--- src/rtl/flash_status_poller_pkg.sv ---
// Shared definitions for the flash status-register poller: SPI opcodes,
// status bit positions, request encoding and the sequencer state set.
package flash_status_poller_pkg;

  localparam logic [7:0] OP_WREN = 8'h06;
  localparam logic [7:0] OP_RDSR = 8'h05;
  localparam logic [7:0] DUMMY   = 8'h00;

  localparam int STS_WIP = 0;
  localparam int STS_WEL = 1;

  typedef enum logic {
    POLL_WAIT_READY = 1'b0,
    POLL_WRITE_EN   = 1'b1
  } poll_op_e;

  typedef enum logic [3:0] {
    ST_IDLE,
    ST_WREN_START,
    ST_WREN_TX,
    ST_WREN_WAIT,
    ST_RDSR_START,
    ST_RDSR_TX,
    ST_RDSR_WAIT,
    ST_CHECK,
    ST_GAP,
    ST_DONE
  } state_e;

  // A write-enable request also needs the latch to have taken (WEL set).
  function automatic logic status_pass(input poll_op_e op, input logic [7:0] sts);
    if (op == POLL_WRITE_EN) return sts[STS_WEL] && !sts[STS_WIP];
    return !sts[STS_WIP];
  endfunction

endpackage

--- src/rtl/flash_status_poller.sv ---
// Drives the shared SPI controller through optional WREN followed by repeated
// RDSR transactions until the requested status condition holds or polls run out.
module flash_status_poller
  import flash_status_poller_pkg::*;
#(
  parameter int POLL_GAP  = 16,
  parameter int MAX_POLLS = 1024
) (
  input  logic        clk,
  input  logic        rst,
  input  logic        in_poll_start,
  input  logic        in_poll_op,
  output logic        out_poll_ready,
  output logic        out_poll_done,
  output logic        out_poll_error,
  output logic [7:0]  out_status,
  output logic        out_spi_start,
  output logic [15:0] out_spi_num_bytes,
  input  logic        in_spi_busy,
  input  logic        in_spi_done,
  output logic        out_spi_tx_valid,
  output logic [7:0]  out_spi_tx_data,
  input  logic        in_spi_tx_ready,
  input  logic        in_spi_rx_valid,
  input  logic [7:0]  in_spi_rx_data,
  output logic        out_spi_rx_ready
);

  localparam int PCNT_W = $clog2(MAX_POLLS + 1);
  localparam int GCNT_W = $clog2(POLL_GAP + 1);

  localparam logic [PCNT_W-1:0] POLL_LIMIT = PCNT_W'(MAX_POLLS);
  localparam logic [GCNT_W-1:0] GAP_LAST   = GCNT_W'(POLL_GAP - 1);

  state_e            state;
  poll_op_e          op_q;
  logic [PCNT_W-1:0] poll_cnt;
  logic [GCNT_W-1:0] gap_cnt;
  logic              tx_idx;
  logic [1:0]        rx_idx;

  logic              tx_fire;
  logic              rx_fire;
  logic              rx_complete;
  logic [PCNT_W-1:0] poll_cnt_inc;

  assign tx_fire      = out_spi_tx_valid && in_spi_tx_ready;
  assign rx_fire      = in_spi_rx_valid && out_spi_rx_ready;
  assign poll_cnt_inc = poll_cnt + 1'b1;
  // The last rx byte may land in the same cycle as the done pulse.
  assign rx_complete  = (rx_idx == 2'd2) || ((rx_idx == 2'd1) && rx_fire);

  always_ff @(posedge clk or negedge rst) begin
    if (!rst) begin
      state             <= ST_IDLE;
      op_q              <= POLL_WAIT_READY;
      poll_cnt          <= '0;
      gap_cnt           <= '0;
      tx_idx            <= 1'b0;
      rx_idx            <= '0;
      out_status        <= '0;
      out_poll_ready    <= 1'b1;
      out_poll_done     <= 1'b0;
      out_poll_error    <= 1'b0;
      out_spi_start     <= 1'b0;
      out_spi_num_bytes <= '0;
      out_spi_tx_valid  <= 1'b0;
      out_spi_tx_data   <= '0;
      out_spi_rx_ready  <= 1'b0;
    end else begin
      out_poll_done <= 1'b0;

      // rx byte 0 is the echo clocked during the opcode; byte 1 is the status.
      if (rx_fire && (rx_idx != 2'd2)) begin
        if (rx_idx == 2'd1) out_status <= in_spi_rx_data;
        rx_idx <= rx_idx + 2'd1;
      end

      case (state)
        ST_IDLE: begin
          if (in_poll_start) begin
            op_q           <= poll_op_e'(in_poll_op);
            poll_cnt       <= '0;
            out_poll_ready <= 1'b0;
            out_poll_error <= 1'b0;
            if (in_poll_op) begin
              state             <= ST_WREN_START;
              out_spi_num_bytes <= 16'd1;
            end else begin
              state             <= ST_RDSR_START;
              out_spi_num_bytes <= 16'd2;
            end
          end
        end

        ST_WREN_START: begin
          if (!in_spi_busy) begin
            out_spi_start <= 1'b1;
            state         <= ST_WREN_TX;
          end
        end

        ST_WREN_TX: begin
          if (out_spi_start) begin
            out_spi_start    <= 1'b0;
            out_spi_tx_valid <= 1'b1;
            out_spi_tx_data  <= OP_WREN;
          end else if (tx_fire) begin
            out_spi_tx_valid <= 1'b0;
            state            <= ST_WREN_WAIT;
          end
        end

        ST_WREN_WAIT: begin
          if (in_spi_done) begin
            out_spi_num_bytes <= 16'd2;
            state             <= ST_RDSR_START;
          end
        end

        ST_RDSR_START: begin
          if (!in_spi_busy) begin
            out_spi_start    <= 1'b1;
            out_spi_rx_ready <= 1'b1;
            rx_idx           <= '0;
            tx_idx           <= 1'b0;
            state            <= ST_RDSR_TX;
          end
        end

        ST_RDSR_TX: begin
          if (out_spi_start) begin
            out_spi_start    <= 1'b0;
            out_spi_tx_valid <= 1'b1;
            out_spi_tx_data  <= OP_RDSR;
          end else if (tx_fire) begin
            if (!tx_idx) begin
              tx_idx          <= 1'b1;
              out_spi_tx_data <= DUMMY;
            end else begin
              out_spi_tx_valid <= 1'b0;
              state            <= ST_RDSR_WAIT;
            end
          end
        end

        ST_RDSR_WAIT: begin
          if (in_spi_done) begin
            out_spi_rx_ready <= 1'b0;
            if (rx_complete) begin
              state <= ST_CHECK;
            end else begin
              out_poll_done  <= 1'b1;
              out_poll_error <= 1'b1;
              state          <= ST_DONE;
            end
          end
        end

        ST_CHECK: begin
          if (status_pass(op_q, out_status)) begin
            out_poll_done  <= 1'b1;
            out_poll_error <= 1'b0;
            state          <= ST_DONE;
          end else begin
            poll_cnt <= poll_cnt_inc;
            if (poll_cnt_inc == POLL_LIMIT) begin
              out_poll_done  <= 1'b1;
              out_poll_error <= 1'b1;
              state          <= ST_DONE;
            end else begin
              gap_cnt <= '0;
              state   <= ST_GAP;
            end
          end
        end

        ST_GAP: begin
          if (gap_cnt == GAP_LAST) begin
            state <= ST_RDSR_START;
          end else begin
            gap_cnt <= gap_cnt + 1'b1;
          end
        end

        ST_DONE: begin
          out_poll_ready    <= 1'b1;
          out_spi_num_bytes <= '0;
          state             <= ST_IDLE;
        end

        default: state <= ST_IDLE;
      endcase
    end
  end

endmodule

--- config.mk ---
export PLATFORM = sky130hd
export DESIGN_NAME = flash_status_poller
export DESIGN_NICKNAME = d
export VERILOG_FILES = /design/src/rtl/flash_status_poller_pkg.sv /design/src/rtl/flash_status_poller.sv
export SDC_FILE = /design/constraint.sdc
export NUM_CORES = 1
export LEC_CHECK = 0
export CORE_MARGIN = 1.5
export CORE_UTILIZATION = 40
export CTS_BUF_LIST = sky130_fd_sc_hd__clkbuf_16
export DETAILED_ROUTE_END_ITERATION = 16
export DONT_BUFFER_PORTS = 1
export PLACE_DENSITY = 0.59
export SLEW_MARGIN = 40
export SYNTH_ARGS = -nofsm -noshare
export SYNTH_HDL_FRONTEND = slang
export SYNTH_SLANG_ARGS = --single-unit
--- constraint.sdc ---
create_clock -name clk -period 1.85 [get_ports clk]
set_clock_uncertainty 0.05 [all_clocks]
set_input_delay 0.37 -clock clk [delete_from_list [all_inputs] [get_ports clk]]
set_output_delay 0.37 -clock clk [all_outputs]
set_load 0.01 [all_outputs]
==> impl_results.md, run 1 <==
* Status: finished clean
* Synth area leader: dfrtp_1
* CP endpoint kind: register
* Placed Cells at ~380
* Vias at between 2000 and 2500
* Die area at about 0.0071 mm²
* Io pins at 54
* Initial Util at 41.3%
* Grt met3 use at 3.86%
* CTS tree: done
* DRC at 0
* Synth unique cells at 60
* Critical Path RT at around 2.0 ns
* Syn Inst Count at about 290
* Clock power share at a little over a fifth
* CP Max Fanout at 6
* Unrepaired setup endpoints after global routing: yes
* Grt ovf at 0
* N_diodes at 0
* Non-filler cells, final at 394
* DR WL/cell at approximately 14 µm
* Post-synth top flop: dfrtp_1
* Setup-failing EPs final at 0
* Leak Pwr at about 0.0014 µW
* Fmax at roughly 560 MHz
* Drt pass-1 iters at 4
* HP Class: input port to register
* Vias per inst at ~5.3
* Setup WS pre-CTS at -0.0377 ns
* Final Core Density at about half
* Die Y at around 84 µm
* Reg2Reg Setup Slack at ~0.075 ns
* Critical path's slowest cell: dfrtp_1
* Initial antenna violation count at 0
* Vias in the first global route at a little over 2000
* Mapped Area at between 0.002 and 0.003 mm²
* Net switching fraction of the power at 38.4%
* Max clock buf depth at 2
* Placed Area at 0.00281 mm²
* Comb pwr share at approximately 45%
* Antenna Nets Post-Route at 0
* Flop pwr share at roughly 34%
* Final hold violations at 0
* Setup crit start kind: register
* Yosys reg bits at 43
* Row count at 29
* Iter 0 DRT Violations at a little over 70
* P_sw at about 1800 µW
* Die Wd at 84.0 µm
* Slew HR at about two thirds
* WP data arrival at roughly 1.9 ns
* H-tree depth at 2
* Area growth syn-to-layout at 19.9%
* Top Usage Layer GRT: met2
* Ys Warns at 0
* Tmin final at around 1.8 ns
* Final instance area at 0.00314 mm²
* Clk root buf: clkbuf_16
* Worst skew pair latency at 0.29 ns
* # fillers at 595
* Setup TNS at 0 ns
* Clock Sinks at 43
* Total GRT Usage at approximately 16%
* Drt total wl at ~5.5 mm
* GR met2 Demand/Resource at between 20% and 30%
* Clk slew on worst S/H paths at ~0.07 ns
* Largest net degree at the start of global routing at 44
* Critical path cell sequence: ha_2 -> and2_2 -> and2_0 -> a31o_2 -> a41oi_2 -> o221ai_1
* Final setup margin at around 0.075 ns
* Synth top area share at approximately two fifths
* Met1 Resource Use GR at between 20% and 30%
* Ranking of synthesized cells by area: dfrtp_1 (40%), buf_4 (6.0%), mux2_2 (4.3%)
* Gp weighted congestion at roughly 0.81
* CP Class: register to register
* Power Internal at slightly below 3000 µW
* Register area share after synthesis at 41.1%
* Number of enable flip-flop cells after synthesis at 0
* DP Wirelength at approximately 3.9 mm
* First-pass GRT wire length at ~9.5 mm
* Final worst-path cycle share at 96.0%
* Buffers on Ports at 0
* Synth async-reset ratio at 100%
* Total Nets Final at roughly 340
* Pwr dens at 1510 mW/mm²
* Share of layout cells above drive strength 1 at approximately a quarter
* Avg Cell Area, Syn at a little over 9 µm²
* Core area at 0.00635 mm²
* TritonCTS buffer count at 5
* Slew @ Worst Pin at 0.507 ns
* Worst path max stage delay at slightly above 0.4 ns
* MaxCap Viol Count at 0
* Pins Over Slew Limit at 0
* Peak VDD IR at roughly 0.00076 V
-- flip-flops by register name, indices dropped and copies added (netlist names), 2 cells and up --
name	count
out_spi_num_bytes	2
state	4
gap_cnt	5
out_status	8
out_spi_tx_data	3
rx_idx	2
poll_cnt	11
-- synth_stat cells (5+ instances only) --
cell	number
mux2_2	10
nor2_1	22
inv_1	6
ha_1	6
a31oi_1	6
nand3_1	6
dfrtp_1	42
a21oi_1	18
o21ai_1	17
nand2b_1	5
buf_2	8
clkbuf_1	5
o21ai_0	14
buf_4	21
nand4_1	5
nand2_1	22
-- what timing repair did --
action,4_1_cts,5_1_grt
setup endpoints to repair,4,24
gates cloned,0,0
pin swaps,1,5
gates resized for setup,3,13
hold endpoints to repair,43,0
setup buffers,0,7
hold buffers,2,0
-- power groups by stage --
stage | clock network, µW | logic [µW] | registers (µW)
3_5_place_dp | 0 | 1940 | 1620
6_report | 1010 | 2120 | 1610
4_1_cts | 1040 | 1990 | 1610
5_1_grt | 1080 | 2380 | 1670
2_1_floorplan | 0 | 1420 | 1550
3_3_place_gp | 0 | 1930 | 1610
-- worst max-delay path, delay by kind of cell, from the launching register on --
family | cells | cell delay [ns]
AOI/OAI and AO/OA | 3 | 0.59
DFF | 1 | 0.41
and+or+nand+nor | 2 | 0.39
adders and majority gates | 1 | 0.20
-- per-stage QoR --
step	total power [µW]	hold WS [ns]
after detailed placement	3560	0.0266
after global placement	3540	0.0267
after CTS	4640	0.172
after floorplan	2960	0.0244
after global routing	5130	0.170
final	4750	0.175
-- cell type report --
cell class | instances | area (µm²) | share of cell area, %
multi-input cells | 221 | 1440 | 45.8
flip-flops and latches | 43 | 1080 | 34.3
repair buffers | 38 | 333 | 10.6
clock buffers | 5 | 125 | 3.98
well taps | 77 | 96.3 | 3.06
clock inverters | 3 | 43.8 | 1.39
inverters | 7 | 26.3 | 0.836
-- cells in the final DEF (no fill, tap or decap), types with 3 or more instances in the layout --
| master | instances |
|---|---|
| o22ai_1 | 4 |
| mux2_2 | 10 |
| buf_4 | 34 |
| o31ai_1 | 3 |
| o21ai_0 | 13 |
| a211oi_1 | 3 |
| xnor2_1 | 4 |
| nand3b_1 | 3 |
| nand3_1 | 5 |
| and3_1 | 4 |
| nand4_1 | 5 |
| dfrtp_1 | 41 |
| nor2_1 | 22 |
| conb_1 | 19 |
| a31oi_1 | 4 |
| or3_1 | 4 |
| nor2b_1 | 3 |
| o21ai_1 | 17 |
| clkbuf_16 | 5 |
| nor3_1 | 4 |
| ha_1 | 4 |
| nand2_1 | 22 |
| inv_1 | 6 |
| nand2b_1 | 4 |
| a21oi_1 | 17 |
-- cells by family (layout without fill, tap and decap cells) --
group	after synthesis	count (layout)	share of synthesized area, %
mux	12	12	5.06
xor+xnor	6	6	2.00
compound gates	82	82	19.8
buf+inv	41	53	9.26
simple gates	96	96	19.8
other cells	1	19	0.143
fa+ha+maj	6	6	2.86
flops	43	43	41.1
-- path summary, 6_finish.rpt --
path,depth (start not counted),from,to
hold reg to reg,1,poll_cnt[7],poll_cnt[7]
min in group asynchronous,2,rst,out_poll_done
setup / recovery,6,poll_cnt[1],state[0]
hold / removal,1,in_poll_op,op_q
max in group asynchronous,2,rst,out_poll_ready
setup reg to reg,6,poll_cnt[1],state[0]
-- layer usage --
| metal | up-vias | part of all wire, % |
|---|---|---|
| met5 | - | 0 |
| met4 | 0 | 1.4 |
| met3 | 7 | 4.6 |
| met2 | 36 | 46 |
| met1 | 985 | 48 |
| li1 | 1061 | - |
Note: power is estimated with default switching activity, not from simulation.
==> run 2: changes to the inputs <==
- CELL_PAD_IN_SITES_DETAIL_PLACEMENT: unset -> 1
- CELL_PAD_IN_SITES_GLOBAL_PLACEMENT: unset -> 1
- PLACE_DENSITY: 0.59 -> 0.74
==> run 2 against run 1 <==
  * Count of clock-buffer cells in the layout unchanged
  * Via count up 7.2%
  * Worst setup slack worse by 0.036 ns
  * Sequential share of layout area down 0.79 points
  * Hold slack better by 0.0068 ns
  * Largest cell class unchanged
==> impl_results.md, run 2 (same netlist as run 1, synthesis figures left out) <==
* CP endpoint kind: register
* Status: finished clean
* CP Class: register to register
* P_sw at 2070 µW (+14%)
* Worst r2r path cells at 7 (+1)
* Largest regs: poll_cnt x11, out_status x8, gap_cnt x5
* Die Wd at 84.0 µm (unchanged)
* DR WL/cell at 17.8 µm (+28%)
* # fillers at 721 (+21%)
* Flop pwr share at 32.0% (-2.0 points)
* CP Launch Point: state[0]
* WP data arrival at 1.92 ns (+0.04 ns)
* Crit Reg-Reg Startpoint: state[0]
* Clock Sinks at 43 (unchanged)
* Pwr dens at 1580 mW/mm² (+4.5%)
* Placed Cells at 381 (+1.1%)
* DP Wirelength at 4.95 mm (+26%)
* Total GRT Usage at 19.9% (+3.4 points)
* Tmin final at 1.81 ns (+0.0361 ns)
* HP Class: input port to register
* Stages on worst setup path at 7 (+1)
* Clock power share at 20.0% (-1.3 points)
* CTS tree: done
* First-pass GRT wire length at 11.3 mm (+20%)
* Reg2Reg Setup Slack at 0.04 ns (-0.04 ns)
* R2R Path End: state[1]
* Area growth syn-to-layout at 23.1%
* Drt total wl at 7.08 mm (+30%)
* Vias per inst at 5.63 (+6.1%)
* Io pins at 54 (unchanged)
* Comb pwr share at 48.0% (+3.3 points)
* Placed Area at 0.00282 mm² (+0.18%)
* Slew @ Worst Pin at 0.512 ns (+0.00561 ns)
* Critical path's slowest cell: dfrtp_2
* Grt ovf at 0 (unchanged)
* Final hold violations at 0 (unchanged)
* Initial antenna violation count at 0 (unchanged)
* DRC at 0 (unchanged)
* Commonest non-fill, non-tap cell in the layout: buf_4
* Buffers on Ports at 0 (unchanged)
* Unrepaired setup endpoints after global routing: yes
* Die Y at 84.0 µm (unchanged)
* Antenna Nets Post-Route at 0 (unchanged)
* Peak VDD IR at 0.00121 V (+59%)
* CP Max Fanout at 6 (unchanged)
* Max clock buf depth at 2 (unchanged)
* Initial Util at 41.3% (unchanged)
* Hold_sp: in_spi_rx_data[5]
* Die area at 0.00705 mm² (unchanged)
* Clk slew on worst S/H paths at 0.06 ns (about the same)
* H-tree depth at 2 (unchanged)
* Most frequent cells in the layout: buf_4 (39), dfrtp_1 (38), nand2_1 (22), nor2_1 (22), conb_1 (19)
* Crit path top cell by count: buf_4
* Fmax at 552 MHz (-2.0%)
* TritonCTS buffer count at 5 (unchanged)
* Critical Path RT at 1.96 ns (about the same)
* N_diodes at 0 (unchanged)
* Non-filler cells, final at 398 (+1.0%)
* Largest net degree at the start of global routing at 44 (unchanged)
* Worst Path Buf+Inv at 2 (+2)
* CP endpoint: state[1]
* Row count at 29 (unchanged)
* Multi-input logic area at 0.00152 mm² (+5.2%)
* Share of layout cells above drive strength 1 at 30.8% (+5.3 points)
* Vias at 2239 (+7.2%)
* Final instance area at 0.00323 mm² (+2.7%)
* Worst skew pair latency at 0.29 ns (about the same)
* Final worst-path cycle share at 97.9% (+2.0 points)
* Net switching fraction of the power at 40.6% (+2.2 points)
* Gp weighted congestion at 0.823 (+1.3%)
* Leak Pwr at 0.00140 µW (+1.5%)
* MaxCap Viol Count at 0 (unchanged)
* Setup-failing EPs final at 0 (unchanged)
* Clk root buf: clkbuf_16
* Power Internal at 3030 µW (+3.5%)
* Setup crit start kind: register
* Register area at 0.00108 mm² (+0.35%)
* Worst path max stage delay at 0.41 ns (about the same)
* Max reg flops at 11 (unchanged)
* Hold Path Cell Cnt at 1 (unchanged)
* Top reg by flops: poll_cnt
* Core area at 0.00635 mm² (unchanged)
* Total Nets Final at 342 (+1.2%)
* Vias in the first global route at 2329 (+13%)
* Critical path cell sequence: buf_4 -> buf_4 -> nor2_1 -> a2111o_1 -> a31oi_2 -> a2111oi_2 -> o22ai_1
* Hold slack at 0.182 ns (+0.00681 ns)
* Final Core Density at 50.9% (+1.3 points)
* Pins Over Slew Limit at 0 (unchanged)
* Iter 0 DRT Violations at 98 (+38%)
* Total power at 5100 µW (+7.4%)
* Drt pass-1 iters at 4 (unchanged)
* Largest delay contributor family on the critical path: compound AO/OA/AOI/OAI gates
* Slew HR at 65.5% (-0.38 points)
-- run 2: what timing repair did --
| action | CTS | global route |
|---|---|---|
| hold buffers | 2 | 0 |
| buffers inserted | 2 | 5 |
| resized for setup | 8 | 27 |
| hold endpoints to repair | 43 | 0 |
| pin swaps | 5 | 8 |
| setup endpoints to repair | 14 | 25 |
-- run 2: worst min path at each step --
stage / endpoint / slack (ns)
floorplan: gap_cnt[0] / 0.02
global placement: out_spi_num_bytes[0] / 0.03
detailed placement: out_spi_num_bytes[1] / 0.03
CTS: out_status[7] / 0.18
global route: out_status[5] / 0.17
finish: out_status[5] / 0.18
-- run 2: layout make-up --
cell class              instances  area share [%]
clock inverters                 3            1.47
well taps                      77            2.98
inverters                       7           0.814
clock buffers                   5            3.87
multi-input cells             221            47.0
repair buffers                 42            10.4
flip-flops and latches         43            33.5
-- run 2: worst reg2reg max path: cells and delay by family (launching register included) --
kind / cells / cell delay (ns)
flip-flops: 1 / 0.41
buffers and inverters: 2 / 0.30
AO/OA/AOI/OAI: 4 / 0.78
AND/OR/NAND/NOR: 1 / 0.14
-- run 2: layer usage --
| metal | track usage, % | vias up | share of wire [%] |
|---|---|---|---|
| met3 | 4.75 | 4 | 4.4 |
| met4 | 3.28 | 0 | 0.48 |
| met2 | 35.8 | 53 | 52 |
| li1 | - | 1057 | - |
| met1 | 24.6 | 1125 | 43 |
| met5 | 0 | - | 0 |
-- run 2: power by group through the flow --
stage               registers (µW)  logic [µW]  clock network (µW)
global route                  1670        2680                1080
finish                        1630        2450                1020
CTS                           1640        2110                1030
floorplan                     1550        1420                   0
global placement              1630        1940                   0
detailed placement            1640        2030                   0
-- run 2: metrics by stage --
step / setup slack [ns] / TNS [ns]
floorplan: 0.0162 / 0
global placement: 0.0150 / 0
detailed placement: -0.0989 / -0.304
CTS: 0.00887 / 0
global route: -0.0530 / -0.113
finish: 0.0385 / 0
